<file path="config.mk">
export PLATFORM = sky130hd
export DESIGN_NAME = dec_nto2n_seq
export DESIGN_NICKNAME = d
export VERILOG_FILES = /design/src/rtl/dec_nto2n_seq.sv
export SDC_FILE = /design/constraint.sdc
export NUM_CORES = 1
export LEC_CHECK = 0
export BUFFER_PORTS_ARGS = -buffer_cell sky130_fd_sc_hd__buf_2
export CORE_AREA = 2 2 39 41
export CTS_CLUSTER_SIZE = 40
export DETAILED_ROUTE_END_ITERATION = 7
export DIE_AREA = 0 0 41 43
export PLACE_DENSITY = 0.65
export SYNTH_ARGS = -nofsm -noshare
export SYNTH_HDL_FRONTEND = slang
export SYNTH_SLANG_ARGS = --single-unit
</file>
<file path="constraint.sdc">
create_clock -name clk -period 0.8 [get_ports clk]
set_clock_uncertainty 0.15 [all_clocks]
set_input_delay 0.24 -clock clk [delete_from_list [all_inputs] [get_ports clk]]
set_output_delay 0.24 -clock clk [all_outputs]
set_load 0.01 [all_outputs]
</file>
<file path="src/rtl/dec_nto2n_seq.sv">
// dec_nto2n_seq: registered N-to-2^N one-hot decoder with enable and optional
// self-timed scan mode (walking one with a programmable dwell).
//
// Build option: define DEC_SCAN_EN to compile in the SCAN state, the dwell
// counter and the wrap pulse. Without it, mode/load are ignored, the block
// decodes sel whenever en=1, and wrap is tied low. The port list is the same
// in both builds.
//
// Parameters:
//   N      select width, output width is 2^N (1..8)
//   HOLD   scan dwell in cycles per output (>=1)
// Ports:
//   clk    rising-edge clock
//   rst_n  asynchronous active-low reset
//   en     enable; 0 forces idle
//   mode   0 = direct decode of sel, 1 = scan
//   sel    direct select / scan start and reload index
//   load   in scan, reload the scan index from sel
//   o      registered one-hot output, zero when idle
//   idx    index of the asserted output bit (held while idle)
//   active high whenever o is non-zero
//   wrap   one-cycle pulse when the scan index wraps 2^N-1 -> 0
module dec_nto2n_seq #(
    parameter int N    = 3,
    parameter int HOLD = 4
) (
    input  logic              clk,
    input  logic              rst_n,
    input  logic              en,
    input  logic              mode,
    input  logic [N-1:0]      sel,
    input  logic              load,
    output logic [(1<<N)-1:0] o,
    output logic [N-1:0]      idx,
    output logic              active,
    output logic              wrap
);
    localparam int W = 1 << N;

    typedef enum logic [1:0] {IDLE, DIRECT, SCAN} state_t;

    state_t         state_q, state_d;
    logic [N-1:0]   idx_q, idx_d;
    logic [W-1:0]   o_q, o_d;

`ifdef DEC_SCAN_EN
    localparam int DW = (HOLD > 1) ? $clog2(HOLD) : 1;
    logic [DW-1:0]  dwell_q, dwell_d;
    logic           wrap_q, wrap_d;

    always_comb begin
        state_d = state_q;
        idx_d   = idx_q;
        dwell_d = '0;
        wrap_d  = 1'b0;
        if (!en) begin
            state_d = IDLE;
        end else if (mode) begin
            state_d = SCAN;
            // Entry and load both restart the walk at sel; load beats the dwell step.
            if (state_q != SCAN || load) begin
                idx_d = sel;
            end else if (dwell_q == DW'(HOLD - 1)) begin
                idx_d  = idx_q + 1'b1;
                wrap_d = &idx_q;
            end else begin
                dwell_d = dwell_q + 1'b1;
            end
        end else begin
            state_d = DIRECT;
            idx_d   = sel;
        end
        o_d = (state_d == IDLE) ? '0 : {{(W-1){1'b0}}, 1'b1} << idx_d;
    end

    always_ff @(posedge clk or negedge rst_n) begin
        if (!rst_n) begin
            dwell_q <= '0;
            wrap_q  <= 1'b0;
        end else begin
            dwell_q <= dwell_d;
            wrap_q  <= wrap_d;
        end
    end

    assign wrap = wrap_q;
`else
    logic unused_scan;

    assign unused_scan = &{1'b0, mode, load, HOLD[0]};

    always_comb begin
        state_d = en ? DIRECT : IDLE;
        idx_d   = en ? sel : idx_q;
        o_d     = en ? {{(W-1){1'b0}}, 1'b1} << sel : '0;
    end

    assign wrap = 1'b0;
`endif

    always_ff @(posedge clk or negedge rst_n) begin
        if (!rst_n) begin
            state_q <= IDLE;
            idx_q   <= '0;
            o_q     <= '0;
        end else begin
            state_q <= state_d;
            idx_q   <= idx_d;
            o_q     <= o_d;
        end
    end

    assign o      = o_q;
    assign idx    = idx_q;
    assign active = (state_q != IDLE);
endmodule

</file>
# After elaboration in Yosys (flattened, before gate mapping)
# Cells that the tools add are included.
op_classes:
  shift: 1
  n_mux: 2
  reduce_logical: 1
ops:
  columns: ["op", "count"]
  rows:
  - ["8-bit 2-to-1 mux", 1]
  - ["1-bit by 3-bit left shift with 8-bit output (first input constant)", 1]
  - ["2-bit nonzero test", 1]
  - ["1-bit 2-to-1 mux", 1]
totals:
  register_bits: 12
  inputBits: 8
  out_inout_bits: 13
  elab_cells: 7

# Longest topological paths before layout
logic_depth:
  word_depth: 2
  ltp_mapped: 2
  mapped_depth_nobuf: 1

# Least setup slack after synthesis
# Ideal clock, no wire load.
synth_path:
  path_kind: "register -> register"
  startpoint: "register idx[0] (netlist name)"
  endpoint: "register idx_q[0], in the netlist idx[0]"
  setup_ps: 125
  arrival_time_ps: 654
  t_required_ps: 525
  setup_slack_ps: -129
  stages_incl_launch_ff: 2
  path_buffers: 0
  synth_period_minus_slack_ps: 929
  cell_sequence: "dfrtp_1 -> mux2_4"
synth_lines:
  columns: ["item", "line_no", "text"]
  rows:
  - ["end signal: assignment", "108", "idx_q <= idx_d;"]
  - ["end: declaration", "43", "logic [N-1:0] idx_q, idx_d;"]

# Worst setup path after layout
layout_path:
  startpoint: "register idx_q[0], in the netlist idx[0]"
  endpoint: "output port idx[0]"
layout_lines:
  columns: ["item", "line_no", "text"]
  rows:
  - ["end: declaration", "34", "output logic [N-1:0] idx,"]
# No word-level cell between the ends.

==> results.md <==
* Leak pwr at about 0.34 nW
* Final hold slack at between 0.03 and 0.04 ns
* Post-route DRC at 0
* Most common cell after layout, fill and taps aside: buf_2
* Synth warnings at 0
* Vias in the first global route at 238
* R2R Setup Slk at -0.23 ns
* Worst setup EP type: output port
* Synthesized net count at 34
* Post-route ant nets at 0
* Syn-to-layout area delta at 37.9%
* CTS max path bufs at 2
* Failing checks: negative setup slack
* CP Data Required Time at 0.41 ns
* DIE WIDTH at approximately 40 um
* Hold Path Class: primary input to register
* Reg-to-Reg Start: idx[0]
* Fin util at between 40% and 50%
* Register area at ~300 sq um
* Logic pwr share at between 10 and 15%
* VDD IR max at ~0.64 mV
* Switching Fraction at roughly 22%
* CP Buf/Inv Count at 1
* Seq/Total Area, Yosys at between 60% and 70%
* Final Hold Viols at 0
* Fillers at between 100 and 150
* GRT overflow at 0
* Routed via count at ~280
* Highest clock rate at between 800 and 900 MHz
* Clock Pin Slew Worst Setup and Hold Paths at approximately 0.06 ns
* Worst path arrival time at about 0.78 ns
* PortBufs at 17
* Status: complete, but fails checks
* Largest net degree at the start of global routing at 13
* TritonCTS Sinks at 12
* Share of cells above drive strength 1 at about three fifths
* Final min period at 1.17 ns
* Fin. max-slew vios at 0
* # diodes at 0
* Switch Pwr at approximately 0.25 mW
* NumNets Final at 58
* CP Class: register to output port
* Commonest cells after routing, fill and taps aside: buf_2 (14), dfrtp_1 (12), and4b_1 (3), clkbuf_4 (3), buf_6 (3)
* Drt first pass iters at 3
* Clock power share at 29.8%
* Launch point of the worst path: idx[0]
* H-tree depth at 1
* Synthesized instance count at 26
* Critical-path maximum fanout at 2
* R2R cell count at 2
* First-pass GRT wire length at ~1000 um
* CTS tree: built
* Max Cap Viol at 0
* PwrDens at 1830 mW/mm^2
* Crit path cell chain: buf_2
* Initial antenna violation count at 0
* Critical Path Max Stage Delay at roughly 0.38 ns
* Core Rows at 14
* DR WL/cell at between 10 and 15 um
* Critical Path Start Type: register
* Root buf cell: clkbuf_4
* Vias per cell at between 4 and 5
* GP Congestion at 0.695
* Synthesized area at ~460 sq um
* Starting density of the core at between 30 and 40%
* Die Area at roughly 0.0018 sq mm
* Critical Path End: idx[0]
* Yosys reg bits at 12
* Core ar. at about 0.0014 sq mm
* Register share of total power at 56.2%
* Distinct cell type count after synthesis at 11
* Setup violations, final at 15
* Levels on crit path at 1
* Num CTS Buffers at 3
* Worst-Skew Late Latency at ~0.26 ns
* Period utilization at 146%
* Final HPWL DP at 517 um
* Syn avg cell area at 17.5 sq um
* Initial drt markers at 6
* CP max-delay cell: dfrtp_1
* Top Family by Delay on Critical Path: flip-flops
* IO Pins at 21
* Pint at between 0.8 and 0.9 mW
* Fin worst setup slack at -0.366 ns
* Die Y-Extent at between 40 and 50 um
* GRT Total Usage at about a tenth
* Total Routed Length at between 700 and 800 um
* Area of the multi-input gates at between 100 and 150 sq um
* RSZ-0062 raised after global routing: true
* Reg-to-Reg End: idx[0]
kinds of logic after synthesis:
kind of cell,share of synthesized area (%)
flip-flops,65.9
AND/OR/NAND/NOR,20.1
multiplexers,9.07
buffers and inverters,4.12
other,0.823
layout make-up:
class | count | area share (%)
clock buffers | 3 | 3.59
multi-input cells | 12 | 21.7
repair buffers | 21 | 23.7
well taps | 16 | 3.19
flip-flops and latches | 12 | 47.8
worst min-delay path by stage:
stage	startpoint	end	slack [ns]	cells past startpoint
2_1_floorplan	rst_n	idx[0]	-0.21	0
3_3_place_gp	rst_n	o[3]	-0.03	1
3_5_place_dp	rst_n	o[5]	-0.03	1
4_1_cts	en	state_q[0]	0.02	1
5_1_grt	en	state_q[0]	0.01	1
6_report	en	state_q[0]	0.04	1
synth_stat cells, drive strengths merged:
cell type / n / area (sq um)
and4bb: 3 / 37.5
conb: 1 / 3.75
mux2: 3 / 41.3
nor4b: 1 / 15.0
buf: 2 / 18.8
and4: 1 / 8.76
and4b: 3 / 30.0
dfrtp: 12 / 300
registers in the layout, summed over array words and instances (netlist names):
name / flops
o: 8
idx: 3
state_q: 1
routing by layer:
metal  wire length [um]  GRT usage [%]
met1                298           10.1
met4                  0           10.0
met3                 41           6.28
met2                380           12.2
met5                  0              0
metrics by stage:
step	cells	power, mW	setup TNS, ns	instance area [sq um]	worst slack, ns
5_1_grt	64	1.22	-5.25	628	-0.407
6_report	64	1.15	-4.68	628	-0.366
4_1_cts	64	1.17	-4.89	609	-0.384
2_1_floorplan	26	0.725	-0.417	459	-0.129
3_3_place_gp	58	0.791	-2.69	562	-0.227
3_5_place_dp	58	0.796	-2.82	562	-0.233
timing repair:
item                                    CTS  global route
hold buffers                              1             0
resized for setup                         0             3
setup buffers                             2             0
endpoints found under the hold margin    12             0
endpoints found under the setup margin   15            15
power by group through the flow:
stage	sequential (mW)	clock [mW]	combinational [mW]
after floorplan	0.672	0	0.0535
final	0.645	0.342	0.161
after CTS	0.644	0.366	0.158
after global placement	0.655	0	0.136
after global routing	0.647	0.396	0.173
after detailed placement	0.657	0	0.139
No activity file was read; power rests on OpenSTA's default activity.
